**src/rtl/sb_pkg.sv**
```systemverilog
// Shared types and defaults for the sideband transmit serializer.
package sb_pkg;

  typedef enum logic [0:0] {
    IDLE   = 1'b0,
    ACTIVE = 1'b1
  } sb_ser_state_t;

  localparam int                    SB_WIDTH     = 8;
  localparam logic [SB_WIDTH-1:0]   SB_IDLE_WORD = '0;

endpackage

```
**src/rtl/sb_serializer_if.sv**
```systemverilog
// Word handshake between the sideband generator (master) and the serializer (slave).
interface sb_serializer_if
  import sb_pkg::*;
#(
  parameter int WIDTH = SB_WIDTH
);

  logic [WIDTH-1:0] data_in;
  logic             data_valid;
  logic             data_ready;

  modport master (output data_in, output data_valid, input data_ready);
  modport slave  (input data_in, input data_valid, output data_ready);

endinterface

```
**src/rtl/sb_tx_hold.sv**
```systemverilog
// One-entry holding buffer in front of the shift register, with bypass on load
// and replace-while-loading so one word can be taken every frame boundary.
module sb_tx_hold
  import sb_pkg::*;
#(
  parameter int               WIDTH     = SB_WIDTH,
  parameter logic [WIDTH-1:0] IDLE_WORD = {WIDTH{1'b0}}
) (
  input  logic             clk,
  input  logic             rst,
  input  logic             load,
  input  logic [WIDTH-1:0] data_in,
  input  logic             data_valid,
  output logic             data_ready,
  output logic [WIDTH-1:0] next_word,
  output logic             next_fill
);

  logic [WIDTH-1:0] hold;
  logic             hold_full;
  logic             accept;
  logic             bypass;

  assign data_ready = !hold_full || load;
  assign accept     = data_valid && data_ready;
  assign bypass     = load && !hold_full && data_valid;

  always_comb begin
    next_word = IDLE_WORD;
    next_fill = 1'b0;
    if (hold_full) begin
      next_word = hold;
    end else if (data_valid) begin
      next_word = data_in;
    end else begin
      next_fill = 1'b1;
    end
  end

  // A word accepted while the held one is being loaded takes its place.
  always_ff @(posedge clk or negedge rst) begin
    if (!rst) begin
      hold      <= '0;
      hold_full <= 1'b0;
    end else if (accept && !bypass) begin
      hold      <= data_in;
      hold_full <= 1'b1;
    end else if (load && hold_full) begin
      hold_full <= 1'b0;
    end
  end

endmodule

```
**src/rtl/sb_serializer.sv**
```systemverilog
// Sideband TX serializer: WIDTH-bit words out LSB first in contiguous frames,
// idle-word fill when no data is available at a frame boundary.
//   state  | meaning
//   IDLE   | line held at 0, waiting for tx_enable
//   ACTIVE | shifting a frame, cnt = bit index on serial_out
module sb_serializer
  import sb_pkg::*;
#(
  parameter int               WIDTH     = SB_WIDTH,
  parameter logic [WIDTH-1:0] IDLE_WORD = {WIDTH{1'b0}}
) (
  input  logic                 clk,
  input  logic                 rst,
  input  logic                 tx_enable,
  sb_serializer_if.slave       bus,
  output logic                 serial_out,
  output logic                 frame_start,
  output logic                 idle_fill,
  output logic                 busy
);

  localparam int              CNT_W     = $clog2(WIDTH);
  localparam logic [CNT_W-1:0] LAST     = CNT_W'(WIDTH - 1);
  localparam logic [0:0]      ST_IDLE   = IDLE;
  localparam logic [0:0]      ST_ACTIVE = ACTIVE;

  logic [0:0]       state;
  logic [WIDTH-1:0] shreg;
  logic [CNT_W-1:0] cnt;
  logic             fill;
  logic             load;
  logic [WIDTH-1:0] next_word;
  logic             next_fill;

  assign load = tx_enable && ((state == ST_IDLE) || (cnt == LAST));

  sb_tx_hold #(
    .WIDTH     (WIDTH),
    .IDLE_WORD (IDLE_WORD)
  ) u_hold (
    .clk        (clk),
    .rst        (rst),
    .load       (load),
    .data_in    (bus.data_in),
    .data_valid (bus.data_valid),
    .data_ready (bus.data_ready),
    .next_word  (next_word),
    .next_fill  (next_fill)
  );

  always_ff @(posedge clk or negedge rst) begin
    if (!rst) begin
      state <= ST_IDLE;
      shreg <= '0;
      cnt   <= '0;
      fill  <= 1'b0;
    end else if (load) begin
      state <= ST_ACTIVE;
      shreg <= next_word;
      cnt   <= '0;
      fill  <= next_fill;
    end else if (state == ST_ACTIVE) begin
      if (cnt == LAST) begin
        state <= ST_IDLE;
        shreg <= '0;
        cnt   <= '0;
        fill  <= 1'b0;
      end else begin
        shreg <= shreg >> 1;
        cnt   <= cnt + 1'b1;
      end
    end
  end

  assign serial_out  = shreg[0];
  assign busy        = (state == ST_ACTIVE);
  assign frame_start = busy && (cnt == '0);
  assign idle_fill   = busy && fill;

endmodule

```
**src/flat_wrapper.sv**
```systemverilog
// flat-port wrapper written by rule: the top's interface ports become plain ports
module sb_serializer_flat import sb_pkg::*;
#(
  parameter int               WIDTH     = SB_WIDTH,
  parameter logic [WIDTH-1:0] IDLE_WORD = {WIDTH{1'b0}}
)
  (clk, rst, tx_enable, serial_out, frame_start, idle_fill, busy, bus_data_in, bus_data_valid, bus_data_ready);
  sb_serializer_if #(.WIDTH(WIDTH)) bus_i ();
  input  logic clk;
  input  logic rst;
  input  logic tx_enable;
  output logic serial_out;
  output logic frame_start;
  output logic idle_fill;
  output logic busy;
  input wire logic [$bits(bus_i.data_in)-1:0] bus_data_in;
  input wire logic [$bits(bus_i.data_valid)-1:0] bus_data_valid;
  output wire logic [$bits(bus_i.data_ready)-1:0] bus_data_ready;
  assign bus_i.data_in = bus_data_in;
  assign bus_i.data_valid = bus_data_valid;
  assign bus_data_ready = bus_i.data_ready;
  sb_serializer #(.WIDTH(WIDTH), .IDLE_WORD(IDLE_WORD)) u_core (.clk(clk), .rst(rst), .tx_enable(tx_enable), .bus(bus_i), .serial_out(serial_out), .frame_start(frame_start), .idle_fill(idle_fill), .busy(busy));
endmodule
```
**config.mk**
```make
export PLATFORM = sky130hd
export DESIGN_NAME = sb_serializer_flat
export DESIGN_NICKNAME = d
export VERILOG_FILES = /design/src/rtl/sb_pkg.sv /design/src/rtl/sb_serializer_if.sv /design/src/rtl/sb_tx_hold.sv /design/src/rtl/sb_serializer.sv /design/src/flat_wrapper.sv
export SDC_FILE = /design/constraint.sdc
export NUM_CORES = 1
export LEC_CHECK = 0
export ABC_AREA = 1
export CORE_ASPECT_RATIO = 0.9
export CORE_MARGIN = 2
export CORE_UTILIZATION = 35
export DETAILED_ROUTE_END_ITERATION = 8
export MAX_ROUTING_LAYER = met4
export PLACE_DENSITY = 0.57
export SYNTH_ARGS = -nofsm -noshare
export SYNTH_HDL_FRONTEND = slang
export SYNTH_HIERARCHICAL = 1
export SYNTH_SLANG_ARGS = --single-unit
```
**constraint.sdc**
```tcl
create_clock -name clk -period 5.3 [get_ports clk]
set_clock_uncertainty 0.05 [all_clocks]
set_input_delay 0.53 -clock clk [delete_from_list [all_inputs] [get_ports clk]]
set_output_delay 0.53 -clock clk [all_outputs]
set_load 0.05 [all_outputs]
```
==> results by group <==
Worst setup path
  • Crit. path cell count: 6
  • CP Launch Point: tx_enable
  • Max stage delay on crit path: around 830 ps
  • Setup CP Type: in -> out
  • R2R cell count: 10
  • Crit path DAT: between 2000 and 3000 ps
  • Crit-path cells: clkdlybuf4s50_1 > nand2_4 > inv_2 > inv_2 > nand2_4 > clkdlybuf4s50_1
  • Slowest-stage cell, CP: clkdlybuf4s50_1
  • Worst setup SP type: input port
  • Worst Path Required: ~4700 ps
  • Reg-to-Reg Start: u_core/cnt[0]$_DFFE_PN0P_
  • CP endpoint kind: output pin
  • Delay-heaviest family, CP: buffers and inverters
  • Max FO, Critical Path: 11
  • CP Buf/Inv Count: 4

Cells and area
  • Nets: 190
  • Synth-to-Final Area Change: 17.4%
  • Leading cell type in the layout, fill and taps excluded: nand2_1
  • Post-route cell area: approximately 1500 sq um
  • Layout cell share with drive strength beyond 1: roughly 9%
  • Antenna cells: 0
  • Most frequent cells in the layout: 71 x nand2_1, 22 x dfrtp_1, 21 x nand3_1, 16 x clkdlybuf4s50_1, 13 x inv_1

Power and ir drop
  • Pwr/cell area: about 540 nW/um^2
  • Combinational fraction of design power: 47.5%
  • Net Sw Power: 349 uW
  • P_int: ~430 uW
  • Peak VDD IR: around 0.2 mV
  • Pleak: ~0.00078 uW
  • Clock power frac: 15.2%
  • Seq pwr share: 37.3%
  • Switching Fraction: between 40% and 50%

Placed design
  • DP Area: ~1400 sq um
  • Number of port buffers: 16
  • DP Wirelength: between 1500 and 2000 microns
  • Gp weighted congestion: approximately 0.86

GRT
  • Aggregate global-route resource usage: between 10% and 20%
  • Largest net degree at the start of global routing: 23
  • Total grt overflow: 0
  • Initial antenna violation count: 0
  • Global-route wire length before repair: around 4400 microns
  • Vias in the first global route: 1025

Run
  • Max Cap Viol: 0

Die
  • FP Rows: 20
  • Die Area: between 4000 and 5000 sq um
  • IO Count: 17
  • Core footprint: roughly 3400 sq um
  • Chip Height: approximately 60 microns
  • Die W: around 67 microns
  • Initial Utilization: 36.8%

Drt
  • DRC Markers: 0
  • Per-cell routed wire length: 11.3 microns
  • DRT Wirelength: between 2000 and 2500 microns
  • DRT Pass-1 Iters: 4
  • Antenna-violating nets left: 0
  • First DRT Iteration DRCs: 67
  • Vias: ~1100
  • Vias per cell: roughly 4.8

Clock network
  • Post-CTS Setup Bufs: 0
  • Clock slew at reported path FFs: approximately 70 ps
  • CTS Hold Buffers Added: 0
  • Clock root cell: clkbuf_8
  • Clk sinks: 22
  • CTS Buffer Depth: 2
  • Post-CTS sizing: 0
  • H-tree depth: 1
  • Skew-Pair Late Insertion Delay: 260 ps
  • CTS tree: built
  • Total CTS buffers: 3

Logic synthesis
  • Net count after synthesis: around 180
  • Dominant cells by area after synthesis: dfrtp_1 44%, nand2_1 21%, nand3_1 8.5%, inv_1 3.9%, nand2_4 3.6%
  • Yosys top cell by area: dfrtp_1
  • Seq cells post-synth: 22
  • Synth Warn #: 6
  • Post-synthesis cell area: between 1000 and 1500 sq um
  • Top cell type's share of synthesized area: between 40% and 50%
  • Sequential area share after synthesis: between 40 and 50%
  • Avg Cell Area, Syn: 7.77 sq um
  • Yosys cell types: 18
  • Synthesized netlist cell count: 160

Timing
  • Max frequency: about 320 MHz
  • Worst-Margin Slew: about 1000 ps
  • Setup-failing EPs final: 0
  • Slew headroom: approximately a third
  • Final period util: roughly 59%
  • Fin. max-slew vios: 0
  • RSZ-0062 raised after global routing: false
  • Fin. Hold Viols: 0
  • Period minus WS final: roughly 3100 ps
  • Post-route setup TNS: 0 ps

Worst hold path
  • Worst Min Path Start: u_core/u_hold/hold[0]$_DFFE_PN0P_
  • Worst min path class: reg -> reg
  • Hold Crit Depth: 2

Outcome
  • Outcome: finished, final reports clean
## cells in the mapped netlist
| cell | n |
|---|---|
| nand2_4 | 4 |
| o21ai_0 | 3 |
| nand2_1 | 71 |
| nor2_4 | 1 |
| inv_1 | 13 |
| nor2_1 | 2 |
| nand3_4 | 1 |
| buf_2 | 1 |
| buf_6 | 3 |
| buf_4 | 2 |
| nand2_2 | 1 |
| dfrtp_1 | 22 |
| inv_2 | 3 |
| nand4_2 | 1 |
| nand3_2 | 1 |
| nand3_1 | 21 |
| ha_1 | 3 |
| nand4_1 | 7 |
## metrics by stage
step,util [%],worst slack [ps],power (uW),std cells,hold slack (ps)
floorplan,-,3220,581,160,184
global placement,41.6,2200,663,214,412
detailed placement,41.6,2150,667,214,414
CTS,43.2,2140,789,218,433
global route,43.2,2020,858,218,460
finish,43.2,2150,783,218,428
## tightest hold or removal path: stages (launching register included)
cell and delay [ps]:
dfrtp_1 350, nand2_1 50, nand2_1 50
## power by group through the flow
stage          Sequential, uW  Combinational [uW]  Clock [uW]
3_5_place_dp              295                 373           0
3_3_place_gp              294                 369           0
5_1_grt                   304                 422         131
4_1_cts                   292                 374         123
2_1_floorplan             294                 287           0
6_report                  292                 372         119
## metal layers
layer / routed length [microns] / GRT usage (%)
met1: 1210 / 18.1
met2: 1110 / 24.0
met3: 114 / 4.45
met4: 34 / 5.25
met5: 0 / -
## area by class of cell
| class | instances | area (sq um) |
|---|---|---|
| clock buffers | 4 | 55.1 |
| multi-input cells | 116 | 578 |
| fillers | 368 | 1920 |
| inverters | 16 | 60.1 |
| well taps | 44 | 55.1 |
| flip-flops and latches | 22 | 551 |
| repair buffers | 16 | 160 |
## path summary, 6_finish.rpt
path | end | slack [ps]
min in group asynchronous | u_core/busy$_DFF_PN0_ | 760
min reg2reg | u_core/u_hold/hold[0]$_DFFE_PN0P_ | 430
max | bus_data_ready | 2150
max in group asynchronous | u_core/u_hold/hold[3]$_DFFE_PN0P_ | 3830
max reg2reg | u_core/u_hold/hold[3]$_DFFE_PN0P_ | 3330
min | u_core/u_hold/hold[0]$_DFFE_PN0P_ | 430
## flip-flops by register name, summed over array words and instances (netlist names)
name and cells:
u_core/shreg 8, u_core/u_hold/hold 8, u_core/cnt 3, u_core/busy 1
u_core/fill 1, u_core/u_hold/hold_full 1
## cells by family after synthesis
logic type                 share of synthesized area (%)
buffers and inverters                               9.16
AOI/OAI and AO/OA                                   1.21
and+or+nand+nor                                     42.3
adders and majority gates                           3.02
DFF                                                 44.3
Power figures use the tool's default switching activity.
